### config.mk
export PLATFORM = sky130hd
export DESIGN_NAME = vga_palette_lut_flat
export DESIGN_NICKNAME = d
export VERILOG_FILES = /design/src/rtl/vga_palette_pkg.sv /design/src/rtl/vga_palette_lut_if.sv /design/src/rtl/vga_palette_regs.sv /design/src/rtl/vga_palette_lut.sv /design/src/flat_wrapper.sv
export SDC_FILE = /design/constraint.sdc
export NUM_CORES = 1
export LEC_CHECK = 0
export ABC_AREA = 1
export CELL_PAD_IN_SITES_DETAIL_PLACEMENT = 1
export CELL_PAD_IN_SITES_GLOBAL_PLACEMENT = 2
export CORE_MARGIN = 4
export CORE_UTILIZATION = 25
export DETAILED_ROUTE_END_ITERATION = 7
export PLACE_DENSITY = 0.57
export SYNTH_ARGS = -nofsm -noshare
export SYNTH_HDL_FRONTEND = slang
export SYNTH_SLANG_ARGS = --single-unit
export TNS_END_PERCENT = 30
### constraint.sdc
create_clock -name clk -period 9.7 [get_ports clk]
set_input_delay 1.455 -clock clk [delete_from_list [all_inputs] [get_ports clk]]
set_output_delay 1.455 -clock clk [all_outputs]
set_load 0.005 [all_outputs]
### src/rtl/vga_palette_pkg.sv
// Shared types, the default 8-entry palette and channel pack/align helpers
// for the VGA palette lookup.
package vga_palette_pkg;

  localparam int MAX_CW    = 16;
  localparam int DEF_DEPTH = 8;

  typedef logic [3*MAX_CW-1:0] wide_entry_t;
  typedef logic [MAX_CW-1:0]   wide_chan_t;

  typedef enum int {CH_R = 0, CH_G = 1, CH_B = 2} chan_e;

  // Packed {b, g, r}, 8 bits per channel.
  localparam logic [23:0] DEFAULT_PALETTE [DEF_DEPTH] = '{
    24'h000000, 24'h030326, 24'h0a0a46, 24'h38383a,
    24'h2d2621, 24'h000000, 24'h241211, 24'h645f57
  };

  function automatic wide_chan_t align_chan(input logic [7:0] c8, input int cw);
    wide_chan_t w;
    w = wide_chan_t'(c8);
    if (cw >= 8) return w << (cw - 8);
    else         return w >> (8 - cw);
  endfunction

  function automatic wide_chan_t get_chan(input wide_entry_t e, input int cw, input chan_e ch);
    wide_entry_t sh;
    wide_chan_t  mask;
    sh   = e >> (int'(ch) * cw);
    mask = '1;
    mask = mask >> (MAX_CW - cw);
    return sh[MAX_CW-1:0] & mask;
  endfunction

  function automatic wide_entry_t pack_entry(input wide_chan_t r, input wide_chan_t g,
                                             input wide_chan_t b, input int cw);
    return (wide_entry_t'(b) << (2 * cw)) | (wide_entry_t'(g) << cw) | wide_entry_t'(r);
  endfunction

  function automatic wide_entry_t default_entry(input int idx, input int cw);
    logic [23:0] d;
    if (idx >= DEF_DEPTH) return '0;
    d = DEFAULT_PALETTE[idx];
    return pack_entry(align_chan(d[7:0], cw), align_chan(d[15:8], cw),
                      align_chan(d[23:16], cw), cw);
  endfunction

endpackage

### src/rtl/vga_palette_lut_if.sv
// Pixel, palette-write and DAC-side signals of the palette lookup.
interface vga_palette_lut_if #(
  parameter int IDX_W   = 3,
  parameter int COLOR_W = 8
);
  logic [IDX_W-1:0]     pix_idx;
  logic                 pix_valid;
  logic                 blank;
  logic [1:0]           dim;
  logic                 wr_en;
  logic [IDX_W-1:0]     wr_addr;
  logic [3*COLOR_W-1:0] wr_data;
  logic [COLOR_W-1:0]   vga_r;
  logic [COLOR_W-1:0]   vga_g;
  logic [COLOR_W-1:0]   vga_b;
  logic                 valid_out;
  logic                 blank_out;

  modport master (
    output pix_idx, pix_valid, blank, dim, wr_en, wr_addr, wr_data,
    input  vga_r, vga_g, vga_b, valid_out, blank_out
  );

  modport slave (
    input  pix_idx, pix_valid, blank, dim, wr_en, wr_addr, wr_data,
    output vga_r, vga_g, vga_b, valid_out, blank_out
  );
endinterface

### src/rtl/vga_palette_regs.sv
// Writable palette held in flops, reset to the default table, with a
// write-first combinational read port.
module vga_palette_regs
  import vga_palette_pkg::*;
#(
  parameter int IDX_W   = 3,
  parameter int COLOR_W = 8
) (
  input  logic                   clk,
  input  logic                   rst,
  input  logic                   wr_en,
  input  logic [IDX_W-1:0]       wr_addr,
  input  logic [3*COLOR_W-1:0]   wr_data,
  input  logic [IDX_W-1:0]       rd_idx,
  output logic [3*COLOR_W-1:0]   rd_data
);
  localparam int DEPTH   = 2 ** IDX_W;
  localparam int ENTRY_W = 3 * COLOR_W;

  function automatic logic [DEPTH*ENTRY_W-1:0] build_reset();
    logic [DEPTH*ENTRY_W-1:0] flat;
    wide_entry_t              w;
    flat = '0;
    for (int i = 0; i < DEPTH; i++) begin
      w = default_entry(i, COLOR_W);
      flat[i*ENTRY_W +: ENTRY_W] = w[ENTRY_W-1:0];
    end
    return flat;
  endfunction

  localparam logic [DEPTH*ENTRY_W-1:0] RST_FLAT = build_reset();

  logic [ENTRY_W-1:0] pal_q [DEPTH];
  logic [ENTRY_W-1:0] pal_d [DEPTH];

  always_comb begin
    pal_d = pal_q;
    if (wr_en) pal_d[wr_addr] = wr_data;
  end

  // NOTE: every entry has an async reset value, so this stays a flop array
  // and the default palette is live straight out of reset.
  always_ff @(posedge clk or posedge rst) begin
    if (rst) begin
      for (int i = 0; i < DEPTH; i++) pal_q[i] <= RST_FLAT[i*ENTRY_W +: ENTRY_W];
    end else begin
      pal_q <= pal_d;
    end
  end

  // Same-cycle write to the looked-up entry bypasses the array.
  assign rd_data = (wr_en && (wr_addr == rd_idx)) ? wr_data : pal_q[rd_idx];

endmodule

### src/rtl/vga_palette_lut.sv
// Two-stage palette lookup: stage 1 captures the entry and sideband,
// stage 2 applies dimming and blanking before driving the DAC pins.
module vga_palette_lut
  import vga_palette_pkg::*;
#(
  parameter int IDX_W   = 3,
  parameter int COLOR_W = 8
) (
  input  logic             clk,
  input  logic             rst,
  vga_palette_lut_if.slave bus
);
  localparam int ENTRY_W = 3 * COLOR_W;

  typedef struct packed {
    logic               valid;
    logic               blank;
    logic [1:0]         dim;
    logic [ENTRY_W-1:0] entry;
  } s1_t;

  typedef struct packed {
    logic               valid;
    logic               blank;
    logic [COLOR_W-1:0] r;
    logic [COLOR_W-1:0] g;
    logic [COLOR_W-1:0] b;
  } s2_t;

  logic [ENTRY_W-1:0] rd_entry;
  s1_t                s1_d, s1_q;
  s2_t                s2_d, s2_q;
  wide_entry_t        entry_w;
  wide_chan_t         ch_r, ch_g, ch_b;

  vga_palette_regs #(.IDX_W(IDX_W), .COLOR_W(COLOR_W)) u_regs (
    .clk     (clk),
    .rst     (rst),
    .wr_en   (bus.wr_en),
    .wr_addr (bus.wr_addr),
    .wr_data (bus.wr_data),
    .rd_idx  (bus.pix_idx),
    .rd_data (rd_entry)
  );

  always_comb begin
    s1_d.valid = bus.pix_valid;
    s1_d.blank = bus.blank;
    s1_d.dim   = bus.dim;
    s1_d.entry = rd_entry;
  end

  // NOTE: everything driven here gets a value on every path first, so no
  // latch can be inferred.
  always_comb begin
    entry_w    = wide_entry_t'(s1_q.entry);
    ch_r       = get_chan(entry_w, COLOR_W, CH_R);
    ch_g       = get_chan(entry_w, COLOR_W, CH_G);
    ch_b       = get_chan(entry_w, COLOR_W, CH_B);
    s2_d       = '0;
    s2_d.valid = s1_q.valid;
    s2_d.blank = s1_q.blank;
    if (!s1_q.blank) begin
      s2_d.r = ch_r[COLOR_W-1:0] >> s1_q.dim;
      s2_d.g = ch_g[COLOR_W-1:0] >> s1_q.dim;
      s2_d.b = ch_b[COLOR_W-1:0] >> s1_q.dim;
    end
  end

  // NOTE: non-blocking assignments keep both stages sampling pre-edge values.
  always_ff @(posedge clk or posedge rst) begin
    if (rst) begin
      s1_q <= '0;
      s2_q <= '0;
    end else begin
      s1_q <= s1_d;
      s2_q <= s2_d;
    end
  end

  assign bus.vga_r     = s2_q.r;
  assign bus.vga_g     = s2_q.g;
  assign bus.vga_b     = s2_q.b;
  assign bus.valid_out = s2_q.valid;
  assign bus.blank_out = s2_q.blank;

endmodule

### src/flat_wrapper.sv
// flat-port wrapper written by rule: the top's interface ports become plain ports
module vga_palette_lut_flat import vga_palette_pkg::*;
#(
  parameter int IDX_W   = 3,
  parameter int COLOR_W = 8
)
  (clk, rst, bus_pix_idx, bus_pix_valid, bus_blank, bus_dim, bus_wr_en, bus_wr_addr, bus_wr_data, bus_vga_r, bus_vga_g, bus_vga_b, bus_valid_out, bus_blank_out);
  vga_palette_lut_if #(.IDX_W(IDX_W), .COLOR_W(COLOR_W)) bus_i ();
  input  logic clk;
  input  logic rst;
  input wire logic [$bits(bus_i.pix_idx)-1:0] bus_pix_idx;
  input wire logic [$bits(bus_i.pix_valid)-1:0] bus_pix_valid;
  input wire logic [$bits(bus_i.blank)-1:0] bus_blank;
  input wire logic [$bits(bus_i.dim)-1:0] bus_dim;
  input wire logic [$bits(bus_i.wr_en)-1:0] bus_wr_en;
  input wire logic [$bits(bus_i.wr_addr)-1:0] bus_wr_addr;
  input wire logic [$bits(bus_i.wr_data)-1:0] bus_wr_data;
  output wire logic [$bits(bus_i.vga_r)-1:0] bus_vga_r;
  output wire logic [$bits(bus_i.vga_g)-1:0] bus_vga_g;
  output wire logic [$bits(bus_i.vga_b)-1:0] bus_vga_b;
  output wire logic [$bits(bus_i.valid_out)-1:0] bus_valid_out;
  output wire logic [$bits(bus_i.blank_out)-1:0] bus_blank_out;
  assign bus_i.pix_idx = bus_pix_idx;
  assign bus_i.pix_valid = bus_pix_valid;
  assign bus_i.blank = bus_blank;
  assign bus_i.dim = bus_dim;
  assign bus_i.wr_en = bus_wr_en;
  assign bus_i.wr_addr = bus_wr_addr;
  assign bus_i.wr_data = bus_wr_data;
  assign bus_vga_r = bus_i.vga_r;
  assign bus_vga_g = bus_i.vga_g;
  assign bus_vga_b = bus_i.vga_b;
  assign bus_valid_out = bus_i.valid_out;
  assign bus_blank_out = bus_i.blank_out;
  vga_palette_lut #(.IDX_W(IDX_W), .COLOR_W(COLOR_W)) u_core (.clk(clk), .rst(rst), .bus(bus_i));
endmodule
==> out/metrics.csv <==
stage;metric;value;unit
die;die_h;221;µm
flow_run;maxCapViolCount;0;
die;core_area;0.0446;mm²
global_route;grt_pass1_wl;56700;µm
sta;fmax;314;MHz
route;ant_nets;0;
die;die_x;221;µm
worst_setup_path;timing.rr.end;u_core.bus.vga_b[3];
worst_setup_path;cp.required;10.15;ns
route;drt_wl_total;36000;µm
layout;diodes;0;
clocking;cts-buffers-inserted;30;
layout;area_growth_syn_to_layout;18.2;%
worst_setup_path;cp-end-kind;flop;
route;vias;8926;
clocking;cts_tree;built;
sta;fin_crit;3.18;ns
sta;slew_headroom;23.9;%
worst_hold_path;hold_path_class;reg2reg;
sta;setup_tns;0;ns
worst_setup_path;crit_chain;clkdlybuf4s50_1 > buf_4 > nand2_1 > nand2_1 > nor2_2 > nand2_4 > clkinv_2 > nand2_1 > nand2_1;
worst_setup_path;max_stage_delay;0.50;ns
die;start_util;25.5;%
power_and_ir_drop;vdd.ir_drop.worst;0.124;mV
sta;drv_slew;0;
route;viasPerCell;4.33;
global_route;first_global_vias;9336;
logic_synthesis;avgSynthCellArea;7.97;µm²
global_route;grt_max_degree;154;
worst_hold_path;hold_end;u_core.bus.valid_out;
clocking;max-clock-path-buffers;3;
worst_setup_path;start_kind;primary input;
logic_synthesis;synth-seq-area-share;54.7;%
worst_setup_path;critPathArrivalTime;3.63;ns
sta;hold_slack;0.353;ns
die;rows;77;
die;ios;63;
route;drt-initial-drc-count;488;
layout;finalNetCount;1482;
logic_synthesis;synth-seq-cells;246;
power_and_ir_drop;power-per-cell-area;221;mW/mm²
layout;n_fill_cell;5302;
route;avgRoutedWirePerCell;17.4;µm
power_and_ir_drop;p_leak;6.52;nW
worst_hold_path;hold_path_startpoint;u_core.s1_q[27];
sta;finalSetupViolations;0;
worst_setup_path;rrSetupSlack;7.79;ns
place;dp_hpwl;20500;µm
clocking;htreeDepth;1;
worst_setup_path;critical_path_class;in2reg;
clocking;post_cts_buffers;0;
sta;finClkSkew;0.0115;ns
sta;report.final.hold_viol_count;0;
worst_setup_path;critPathMaxFanout;26;
clocking;worstSkewPairLatency;0.56;ns
worst_hold_path;holdPathStages;0;
sta;rsz0062_at_grt;false;
clocking;path_clk_slew;0.06;ns
global_route;overflow;0;
worst_setup_path;cpMaxStageDelayCell;clkinv_2;
worst_setup_path;cpMostUsedCell;nand2_1;
layout;drive_gt1_share;9.67;%
worst_setup_path;reg2reg_depth;3;
logic_synthesis;ys_types;24;
route;dr.pass1.iters;5;
global_route;antenna_found_initial;0;
die;dieArea;0.0490;mm²
route;drcViolationCount;0;
clocking;post_cts_resized;0;
clocking;ctsHoldBuffers;0;
clocking;root_buffer;clkbuf_16;
place;io_buffer_count;62;
logic_synthesis;yosysWarnings;0;
clocking;cts_sinks;246;
worst_setup_path;rr_startpoint;u_core.s1_q[24];
outcome;outcome;complete, no violations;
place;gp_congestion;0.703;
global_route;grt_util_all_layers;14.5;%
logic_synthesis;synth_nets;1463;
logic_synthesis;synthCells;1426;
sta;tightest_slew;1.14;ns
sta;post-route-period-util;32.8;%
logic_synthesis;syn_area;0.0114;mm²
kinds of logic (layout without fill, tap and decap cells):
kind of cell | Yosys count | count (layout) | synth area share (%)
compound gates | 228 | 228 | 10.4
flops | 246 | 246 | 54.7
simple gates | 678 | 678 | 24.2
buf+inv | 271 | 314 | 10.5
mux | 3 | 3 | 0.264
power by group:
group	total, mW	internal [mW]	switching (mW)
Clock	1.21	0.750	0.460
Combinational	0.439	0.168	0.271
Sequential	1.33	1.24	0.0907
sequential cells by signal, summed over array words and instances, names as in the netlist:
| register | cells |
|---|---|
| u_core.bus.vga_r | 8 |
| u_core.ch_b | 8 |
| u_core.bus.valid_out | 1 |
| u_core.bus.blank_out | 1 |
| u_core.ch_r | 8 |
| u_core.bus.vga_g | 8 |
| u_core.u_regs.pal_q | 192 |
| u_core.ch_g | 8 |
| u_core.bus.vga_b | 8 |
| u_core.s1_q | 4 |
critical path: cells and delay by family:
| family | cells | cell delay, ns |
|---|---|---|
| buf+inv | 3 | 1.33 |
| simple gates | 6 | 0.82 |
final cells by class:
| class | count | area (µm²) | share of cell area [%] |
|---|---|---|---|
| Clock buffer | 46 | 952 | 7.08 |
| Clock inverter | 10 | 130 | 0.968 |
| Inverter | 183 | 696 | 5.17 |
| Multi-Input combinational cell | 909 | 3980 | 29.6 |
| Sequential cell | 246 | 6220 | 46.3 |
| Tap cell | 592 | 741 | 5.51 |
| Timing Repair Buffer | 75 | 723 | 5.38 |
stage by stage:
step | utilization [%] | instances | worst slack [ns] | cell area, µm² | power (mW)
after floorplan | - | 1426 | 1.57 | 11400 | 1.63
after global placement | 27.7 | 2005 | 5.87 | 12400 | 1.78
after detailed placement | 27.7 | 2005 | 5.86 | 12400 | 1.79
after CTS | 30.1 | 2061 | 6.45 | 13400 | 3.04
after global routing | 30.1 | 2061 | 6.30 | 13400 | 3.17
final | 30.1 | 2061 | 6.52 | 13400 | 2.98
placed cells by master (no fill, tap or decap):
master | synthesis | final
buf_2 | 28 | 1
clkinv_2 | 1 | 6
clkinvlp_4 | 0 | 2
o22ai_1 | 18 | 18
dfstp_2 | 53 | 53
nand2_2 | 0 | 6
nor3_4 | 0 | 1
o21ai_0 | 182 | 182
nand2_4 | 1 | 1
nor2_1 | 12 | 12
a21oi_1 | 1 | 1
buf_4 | 13 | 13
clkbuf_16 | 0 | 31
o21ai_2 | 4 | 4
clkdlybuf4s50_1 | 0 | 60
inv_1 | 179 | 178
inv_2 | 3 | 3
or2_2 | 1 | 1
dfrtp_1 | 193 | 193
o21ai_1 | 23 | 23
nand2_1 | 516 | 510
clkbuf_8 | 0 | 12
buf_12 | 0 | 1
nor2_2 | 2 | 2
inv_8 | 0 | 1
clkbuf_1 | 30 | 3
bufinv_16 | 0 | 3
mux2i_1 | 3 | 3
nand3_1 | 145 | 144
nand3_2 | 0 | 1
how the worst max path moves through the flow:
| stage | from | to | slack [ns] |
|---|---|---|---|
| floorplan | rst | u_core.bus.blank_out | 1.57 |
| global placement | bus_pix_idx[2] | u_core.ch_b[5] | 5.87 |
| detailed placement | bus_pix_idx[2] | u_core.ch_r[6] | 5.86 |
| CTS | bus_pix_idx[2] | u_core.ch_b[7] | 6.45 |
| global route | bus_pix_idx[2] | u_core.ch_g[1] | 6.30 |
| finish | bus_pix_idx[2] | u_core.ch_b[7] | 6.52 |
synth_stat cells:
cell type | number | area, µm²
a21oi_1 | 1 | 5.00
buf_1 | 4 | 15.0
buf_2 | 28 | 140
buf_4 | 13 | 97.6
buf_6 | 12 | 135
clkbuf_1 | 30 | 113
clkbuf_2 | 1 | 5.00
clkinv_2 | 1 | 5.00
dfrtp_1 | 193 | 4830
dfstp_2 | 53 | 1390
inv_1 | 179 | 672
inv_2 | 3 | 11.3
mux2i_1 | 3 | 30.0
nand2_1 | 516 | 1940
nand2_4 | 1 | 11.3
nand3_1 | 145 | 726
nor2_1 | 12 | 45.0
nor2_2 | 2 | 12.5
nor3_2 | 1 | 10.0
o21ai_0 | 182 | 911
o21ai_1 | 23 | 115
o21ai_2 | 4 | 35.0
o22ai_1 | 18 | 113
or2_2 | 1 | 6.26
layer usage:
metal / vias to the layer above / GRT usage (%) / part of all wire (%)
li1: 4485 / - / -
met1: 4303 / 21.3 / 51
met2: 107 / 22.9 / 44
met3: 31 / 2.07 / 3.3
met4: 0 / 2.90 / 1.4
met5: - / 0 / 0
(Power assumes the default switching activity.)
